### src/rtl/timebase_ctrl.sv
// Run/pause/adjust timebase: a CLK_HZ prescaler yields a one-cycle tick_1hz strobe.
// Define TIMEBASE_BLINK_EN to generate a 2 Hz blink in ADJUST; otherwise blink is tied high.
module timebase_ctrl #(
    parameter int unsigned CLK_HZ   = 100_000_000,
    parameter int unsigned FAST_DIV = 10
) (
    input  logic       clk_100MHz,
    input  logic       reset,
    input  logic       start,
    input  logic       stop,
    input  logic       adjust,
    input  logic       step,
    output logic       tick_1hz,
    output logic [1:0] state,
    output logic       blink
);

    localparam logic [31:0] WRAP_LAST = 32'(CLK_HZ - 1);
    localparam logic [31:0] HOLD_LAST = 32'(CLK_HZ / 2 - 1);
    localparam logic [31:0] FAST_LAST = 32'(CLK_HZ / FAST_DIV - 1);

    typedef enum logic [1:0] {
        IDLE   = 2'b00,
        RUN    = 2'b01,
        PAUSE  = 2'b10,
        ADJUST = 2'b11
    } state_t;

    state_t      cur_state;
    state_t      next_state;
    logic [31:0] prescaler;
    logic [31:0] prescaler_next;
    logic        repeating;
    logic        repeating_next;
    logic        step_q;
    logic        tick_cand;
    logic        tick_next;

    assign state = cur_state;

    always_ff @(posedge clk_100MHz or posedge reset) begin
        if (reset) begin
            cur_state <= IDLE;
            prescaler <= '0;
            repeating <= 1'b0;
            step_q    <= 1'b0;
            tick_1hz  <= 1'b0;
        end else begin
            cur_state <= next_state;
            prescaler <= prescaler_next;
            repeating <= repeating_next;
            step_q    <= step;
            tick_1hz  <= tick_next;
        end
    end

    // adjust overrides everything, and stop wins over start
    always_comb begin
        next_state = cur_state;
        if (adjust) begin
            next_state = ADJUST;
        end else begin
            case (cur_state)
                IDLE, PAUSE: if (start && !stop) next_state = RUN;
                RUN:         if (stop) next_state = PAUSE;
                ADJUST:      next_state = PAUSE;
            endcase
        end
    end

    // In ADJUST the prescaler measures how long step has been held since its rising edge;
    // repeating marks that the initial long hold has elapsed and fast repeat is active.
    always_comb begin
        prescaler_next = prescaler;
        repeating_next = repeating;
        tick_cand      = 1'b0;
        case (cur_state)
            RUN: begin
                tick_cand = (prescaler == WRAP_LAST);
                if (adjust) begin
                    prescaler_next = '0;
                end else if (stop) begin
                    prescaler_next = tick_cand ? '0 : prescaler;
                end else begin
                    prescaler_next = tick_cand ? '0 : prescaler + 32'd1;
                end
            end
            ADJUST: begin
                prescaler_next = '0;
                repeating_next = 1'b0;
                if (adjust && step) begin
                    if (!step_q) begin
                        tick_cand      = 1'b1;
                        prescaler_next = 32'd1;
                    end else if (prescaler != '0 || repeating) begin
                        repeating_next = repeating;
                        if (!repeating && prescaler == HOLD_LAST) begin
                            tick_cand      = 1'b1;
                            repeating_next = 1'b1;
                        end else if (repeating && prescaler == FAST_LAST) begin
                            tick_cand      = 1'b1;
                        end else begin
                            prescaler_next = prescaler + 32'd1;
                        end
                    end
                end
            end
            default: begin
                if (adjust) begin
                    prescaler_next = '0;
                    repeating_next = 1'b0;
                end
            end
        endcase
        // a RUN wrap followed at once by a step edge must not give back-to-back strobes
        tick_next = tick_cand && !tick_1hz;
    end

`ifdef TIMEBASE_BLINK_EN
    localparam logic [31:0] QUARTER_LAST = 32'(CLK_HZ / 4 - 1);

    logic [31:0] blink_cnt;

    // blink starts low on entry to ADJUST and toggles every quarter second while there
    always_ff @(posedge clk_100MHz or posedge reset) begin
        if (reset) begin
            blink     <= 1'b1;
            blink_cnt <= '0;
        end else if (next_state == ADJUST) begin
            if (cur_state != ADJUST) begin
                blink     <= 1'b0;
                blink_cnt <= '0;
            end else if (blink_cnt == QUARTER_LAST) begin
                blink     <= ~blink;
                blink_cnt <= '0;
            end else begin
                blink_cnt <= blink_cnt + 32'd1;
            end
        end else begin
            blink     <= 1'b1;
            blink_cnt <= '0;
        end
    end
`else
    assign blink = 1'b1;
`endif

endmodule

### config.mk
export PLATFORM = sky130hd
export DESIGN_NAME = timebase_ctrl
export DESIGN_NICKNAME = d
export VERILOG_FILES = /design/src/rtl/timebase_ctrl.sv
export SDC_FILE = /design/constraint.sdc
export NUM_CORES = 1
export LEC_CHECK = 0
export BUFFER_PORTS_ARGS = -buffer_cell sky130_fd_sc_hd__buf_2
export CAP_MARGIN = 20
export CORE_ASPECT_RATIO = 1.2
export CORE_MARGIN = 8
export CORE_UTILIZATION = 30
export CTS_CLUSTER_DIAMETER = 40
export DETAILED_ROUTE_END_ITERATION = 8
export GPL_TIMING_DRIVEN = 0
export PLACE_DENSITY = 0.42
export SETUP_SLACK_MARGIN = 0.4
export SYNTH_ARGS = -nofsm -noshare
export SYNTH_HDL_FRONTEND = slang
export SYNTH_SLANG_ARGS = --single-unit
### constraint.sdc
create_clock -name clk_100MHz -period 2.4 [get_ports clk_100MHz]
set_clock_uncertainty 0.1 [all_clocks]
set_input_delay 0.24 -clock clk_100MHz [delete_from_list [all_inputs] [get_ports clk_100MHz]]
set_output_delay 0.24 -clock clk_100MHz [all_outputs]
set_load 0.03 [all_outputs]
==> results.sh, run 1 <==
export IMPL_status="complete, but fails checks"
export IMPL_crit_fanout=6
export IMPL_worstPathArrival_ns=2.51
export IMPL_core_area_sq_mm=0.00771
export IMPL_die_w_um=97.2
export IMPL_internal_power_mw=0.913
export IMPL_min_path_type="in2async"
export IMPL_ir_worst_vdd_v=0.000172
export IMPL_synth_cell_types=52
export IMPL_p_per_area_mw_per_mm2=408
export IMPL_via_per_inst=5.65
export IMPL_grt_max_degree=38
export IMPL_p_total_mw=1.24
export IMPL_cts_inserted_buffers=5
export IMPL_post_dp_cell_area_sq_mm=0.00259
export IMPL_clock_latency_ns=0.29
export IMPL_netlist_area_sq_mm=0.00238
export IMPL_synth_nets=267
export IMPL_synth_ff_type="dfrtp_1"
export IMPL_via_count=2176
export IMPL_crit_chain="or4_4, nor3_2, nand4_1, a21oi_4, o21a_4, buf_8, nor3b_2, a21o_1"
export IMPL_async_flop_share=1.00
export IMPL_crit_slowest_cell="or4_4"
export IMPL_comb_power_share=0.117
export IMPL_clockRootBuffer="clkbuf_8"
export IMPL_finalSetupViolations=16
export IMPL_synth_avg_cell_area_sq_um=9.17
export IMPL_nets=301
export IMPL_hold_viol_final=0
export IMPL_cts_tree="yes"
export IMPL_max_stage_delay_ns=0.59
export IMPL_wl_per_cell_um=18.2
export IMPL_drt_initial_drc_count=91
export IMPL_clk_pin_slew_ns=0.08
export IMPL_track_usage=0.128
export IMPL_p_switching_mw=0.322
export IMPL_p_leak_nw=1.19
export IMPL_yosysSeqAreaShare=0.390
export IMPL_drv_slew=0
export IMPL_crit_path_start_kind="register"
export IMPL_final_antenna_net_count=0
export IMPL_criticalPathCategory="reg2reg"
export IMPL_row_count=35
export IMPL_overflow=0
export IMPL_port_buffers=8
export IMPL_grt_pass1_wl_um=11600
export IMPL_dpl_worst_slack_ns=-0.242
export IMPL_post_route_period_util=1.01
export IMPL_design_area_sq_mm=0.00303
export IMPL_critPathRequiredTime_ns=2.49
export IMPL_maxSlewHeadroom=0.439
export IMPL_synth_edf_count=0
export IMPL_maxCapViolations=0
export IMPL_drive_above_1_share=0.317
export IMPL_power_frac_clock=0.369
export IMPL_clock_fmax_mhz=412
export IMPL_instances_no_fill=385
export IMPL_cp_end_kind="register"
export IMPL_io_pins=10
export IMPL_p_sw_frac=0.261
export IMPL_start_util=0.308
export IMPL_ys_ff_latch=37
export IMPL_dp_cells=359
export IMPL_fin_crit_ns=2.43
export IMPL_dp_hpwl_um=4800
export IMPL_antenna_cells=0
export IMPL_cts_sinks=37
export IMPL_violations="setup timing"
export IMPL_wl_um=6990
export IMPL_dr_pass1_iters=4
export IMPL_p_seq_frac=0.514
export IMPL_cp_top_family="simple AND/OR/NAND/NOR gates"
export IMPL_ys_warn_count=0
export IMPL_drcViolationCount=0
export IMPL_dieHeight_um=113
export IMPL_h_tree_depth=2
export IMPL_crit_buf_inv=1
export IMPL_clockBufferDepth=2
export IMPL_synthCells=259
export IMPL_fp_dieArea_sq_mm=0.0110
export IMPL_tightest_slew_ns=0.840
export IMPL_routabilityCongestion=0.777
export IMPL_post_route_util=0.393
export IMPL_fin_ws_ns=-0.0272
export IMPL_first_global_vias=2161
export IMPL_grt_antenna_before_repair=0
export IMPL_rsz0062_at_grt="yes"
export IMPL_area_growth_pct=27.4
## final timing paths
check,slack (ns),from,cells after the start,to
min in group clk_100MHz,0.18,start,4,state[1]
max in group asynchronous,1.60,reset,2,prescaler[19]
setup / recovery,-0.03,prescaler[11],8,prescaler[27]
hold / removal,0.02,reset,2,prescaler[9]
hold reg to reg,0.32,tick_1hz,1,tick_1hz
setup reg to reg,-0.03,prescaler[11],8,prescaler[27]
## metal layers
layer | GRT usage | routed length (um) | up-vias
li1 | - | - | 1052
met5 | 0 | 0 | -
met4 | 0.0678 | 215 | 0
met1 | 0.162 | 3270 | 1072
met2 | 0.204 | 3290 | 35
met3 | 0.0236 | 211 | 17
## per-stage QoR
step / setup TNS (ns) / hold WS (ns)
floorplan: 0 / 0.171
CTS: -0.819 / 0.0520
finish: -0.200 / 0.0184
global placement: -4.97 / 0.262
global route: -2.77 / 0.101
detailed placement: -4.97 / 0.259
## layout make-up
cell class,count,area (sq um)
Multi-Input combinational cell,200,1480
Inverter,6,22.5
Timing Repair Buffer,27,251
Fill cell,792,4680
Buffer,16,140
Tap cell,92,115
Sequential cell,37,928
Clock buffer,7,86.3
## cell usage after synthesis (2+ instances only)
| master | instances | area (sq um) |
|---|---|---|
| inv_1 | 6 | 22.5 |
| o21ai_1 | 8 | 40.0 |
| nand3_1 | 23 | 115 |
| and3_1 | 8 | 50.1 |
| o21ai_0 | 4 | 20.0 |
| o211ai_2 | 9 | 113 |
| o211ai_1 | 4 | 30.0 |
| nor2b_1 | 2 | 12.5 |
| o31ai_1 | 14 | 105 |
| nand2_1 | 24 | 90.1 |
| or4_1 | 3 | 22.5 |
| xor2_1 | 2 | 17.5 |
| nor3_1 | 8 | 40.0 |
| nor3b_1 | 3 | 22.5 |
| nor2_1 | 14 | 52.6 |
| or2_2 | 3 | 18.8 |
| or4_4 | 2 | 22.5 |
| a21oi_1 | 6 | 30.0 |
| buf_6 | 2 | 22.5 |
| nand2b_1 | 4 | 25.0 |
| and4_1 | 3 | 26.3 |
| buf_2 | 7 | 35.0 |
| dfrtp_1 | 37 | 926 |
| nor4_1 | 4 | 25.0 |
| nand4_1 | 9 | 56.3 |
| o311ai_1 | 4 | 35.0 |
| xnor2_1 | 5 | 43.8 |
| a21oi_2 | 2 | 17.5 |
| a21o_1 | 4 | 30.0 |
| o41ai_1 | 5 | 43.8 |
| clkbuf_1 | 6 | 22.5 |
| ha_1 | 2 | 25.0 |
| or3_1 | 3 | 18.8 |
## worst reg2reg max path: stages, from the launching register on
cell and delay [ns]:
dfrtp_1 0.46, or4_4 0.60, nor3_2 0.16, nand4_1 0.18, a21oi_4 0.25, o21a_4 0.24, buf_8 0.15, nor3b_2 0.05
a21o_1 0.16
## cell usage in the layout, fill, tap and decap left out, types with 4 or more instances in the layout
master    count
clkbuf_8      7
buf_6         4
nand3_1      20
o21ai_1       9
o31ai_1      14
o211ai_2      9
a21o_1        4
buf_4        15
nor4_1        4
nor2_1       12
and3_1        8
nor3_1        6
nand4_1       9
buf_2        10
a21oi_1       6
o211ai_1      4
dfrtp_1      35
xnor2_1       5
inv_1         5
nand2_1      23
## cell families after synthesis
logic type	Yosys count	synth area share
and+or+nand+nor	121	0.285
other	1	0.00158
muxes	1	0.00421
DFF	37	0.390
xor gates and xnor gates	7	0.0258
buffers and inverters	22	0.0463
adders and majority gates	2	0.0105
AOI/OAI and AO/OA	68	0.237
## power groups by stage
stage          registers, mW  clock network, mW  logic (mW)
2_1_floorplan          0.650                  0      0.0722
3_3_place_gp           0.646                  0       0.115
3_5_place_dp           0.647                  0       0.114
4_1_cts                0.634              0.481       0.137
5_1_grt                0.635              0.497       0.158
6_report               0.635              0.456       0.145
## flip-flops by register name (all words and copies together), names as in the netlist
name,flops
step_q,1
repeating,1
tick_1hz,1
prescaler,32
state,2
## what timing repair did
item                                    4_1_cts  5_1_grt
hold buffers                                  1        0
pin swaps                                    13        9
gates resized for setup                      28       11
cloned                                        1        1
endpoints found under the hold margin         1        0
buffers inserted                             10        6
endpoints found under the setup margin       33       34
Note: power is estimated with default switching activity, not from simulation.
==> inputs of run 2 (changes only) <==
Settings changed: ABC_CLOCK_PERIOD_IN_PS from default to 2400, SKIP_CTS_REPAIR_TIMING from default to 1.
==> run 2 against run 1 <==
Effect of this change: power rose by 0.57%; setup slack worse by 0.089 ns; first-iteration DRC count grew 3.3%; combinational power about the same; sequential share of layout area is essentially flat; critical path type unchanged; the run ends with hold timing, setup timing left; die area did not move; utilization grew 0.23 points; sequential power about the same.
==> results.sh, run 2 (synthesis results as in run 1) <==
export IMPL_status="complete, but fails checks"
export IMPL_clk_pin_slew_ns=0.08
export IMPL_dr_pass1_iters=4
export IMPL_worstPathArrival_ns=2.59
export IMPL_first_global_vias=2096
export IMPL_clock_fmax_mhz=397
export IMPL_finalSetupViolations=19
export IMPL_whs_ns=-0.00156
export IMPL_r2r_slack_ns=-0.12
export IMPL_max_stage_delay_ns=0.52
export IMPL_cts_inserted_buffers=5
export IMPL_p_seq_frac=0.511
export IMPL_core_area_sq_mm=0.00771
export IMPL_final_antenna_net_count=0
export IMPL_overflow=0
export IMPL_drv_slew=0
export IMPL_clockRootBuffer="clkbuf_8"
export IMPL_grt_antenna_before_repair=0
export IMPL_track_usage=0.126
export IMPL_via_per_inst=5.60
export IMPL_power_frac_clock=0.375
export IMPL_dp_cells=359
export IMPL_cpMostUsedCell="buf_6"
export IMPL_p_leak_nw=1.19
export IMPL_grt_pass1_wl_um=11300
export IMPL_drcViolationCount=0
export IMPL_cp_end_kind="register"
export IMPL_io_pins=10
export IMPL_hold_viol_final=5
export IMPL_wl_per_cell_um=18.2
export IMPL_crit_path_start_kind="register"
export IMPL_p_per_area_mw_per_mm2=408
export IMPL_post_route_period_util=1.05
export IMPL_clock_latency_ns=0.30
export IMPL_largest_reg_flops=32
export IMPL_comb_power_share=0.114
export IMPL_nets=303
export IMPL_drt_initial_drc_count=94
export IMPL_crit_slowest_cell="or4bb_4"
export IMPL_die_w_um=97.2
export IMPL_row_count=35
export IMPL_antenna_cells=0
export IMPL_ir_worst_vdd_v=0.000171
export IMPL_cts_sinks=37
export IMPL_rsz0062_at_grt="yes"
export IMPL_cp_top_family="simple AND/OR/NAND/NOR gates"
export IMPL_tightest_slew_ns=0.816
export IMPL_crit_buf_inv=2
export IMPL_wl_um=7030
export IMPL_dieHeight_um=113
export IMPL_critPathRequiredTime_ns=2.47
export IMPL_via_count=2169
export IMPL_min_path_type="in2async"
export IMPL_worstRegToRegCells=9
export IMPL_fin_crit_ns=2.52
export IMPL_criticalPathCategory="reg2reg"
export IMPL_h_tree_depth=2
export IMPL_final_common_cell="dfrtp_1"
export IMPL_dp_hpwl_um=4800
export IMPL_clockBufferDepth=2
export IMPL_maxCapViolations=0
export IMPL_violations="hold timing, setup timing"
export IMPL_crit_chain="buf_6, or4bb_4, nor4_4, nand3_2, nand2b_4, a21oi_4, buf_6, o211ai_1, o31ai_2"
export IMPL_r2r_end="prescaler[8]"
export IMPL_fin_ws_ns=-0.116
export IMPL_post_route_util=0.395
export IMPL_drive_above_1_share=0.356
export IMPL_internal_power_mw=0.911
export IMPL_cts_tree="yes"
export IMPL_crit_fanout=8
export IMPL_regMostFlops="prescaler"
export IMPL_p_sw_frac=0.267
export IMPL_start_util=0.308
export IMPL_instances_no_fill=387
export IMPL_maxSlewHeadroom=0.455
export IMPL_fp_dieArea_sq_mm=0.0110
export IMPL_p_switching_mw=0.332
export IMPL_area_growth_pct=28.1
export IMPL_timing_rr_start="prescaler[12]"
export IMPL_p_total_mw=1.24
export IMPL_final_cell_mix="dfrtp_1 (30), nand2_1 (22), nand3_1 (20), buf_4 (19), nor2_1 (12)"
export IMPL_port_buffers=8
export IMPL_routabilityCongestion=0.777
export IMPL_grt_max_degree=38
run 2: per-layer routing:
layer / share of wire / up-vias / routed length (um) / track usage
li1: - / 1058 / - / -
met1: 0.46 / 1067 / 3250 / 0.161
met2: 0.49 / 32 / 3420 / 0.201
met3: 0.028 / 12 / 198 / 0.0187
met4: 0.024 / 0 / 168 / 0.0617
met5: 0 / - / 0 / 0
run 2: per-stage QoR:
stage	worst slack (ns)	instance area (sq um)	TNS, ns
finish	-0.116	3040	-0.907
global route	-0.219	3040	-3.11
CTS	-0.257	2680	-5.34
detailed placement	-0.242	2590	-4.97
global placement	-0.218	2590	-4.97
floorplan	0.182	2440	0
run 2: final cells by class:
cell class                      count  area (sq um)
Inverter                            6          22.5
Sequential cell                    37           935
Tap cell                           92           115
Timing Repair Buffer               29           224
Fill cell                         790          4660
Buffer                             16           154
Multi-Input combinational cell    200          1510
Clock buffer                        7          86.3
run 2: worst reg2reg max path: stages, from the launching register on:
cell and delay [ns]:
dfrtp_1 0.37, buf_6 0.13, or4bb_4 0.53, nor4_4 0.33, nand3_2 0.18, nand2b_4 0.12
a21oi_4 0.12, buf_6 0.18, o211ai_1 0.22, o31ai_2 0.11
run 2: worst max path at each step:
stage,endpoint,cells after the start,startpoint,slack (ns)
finish,prescaler[8],9,prescaler[12],-0.12
global route,prescaler[8],9,prescaler[12],-0.22
CTS,prescaler[17],8,prescaler[11],-0.26
detailed placement,prescaler[17],8,prescaler[11],-0.24
global placement,prescaler[3],9,prescaler[12],-0.22
floorplan,prescaler[7],8,prescaler[29],0.18
run 2: power by group through the flow:
| stage | Sequential [mW] | Combinational [mW] | Clock [mW] |
|---|---|---|---|
| detailed placement | 0.647 | 0.114 | 0 |
| CTS | 0.634 | 0.114 | 0.481 |
| global route | 0.635 | 0.155 | 0.498 |
| floorplan | 0.650 | 0.0722 | 0 |
| global placement | 0.646 | 0.115 | 0 |
| finish | 0.634 | 0.142 | 0.466 |
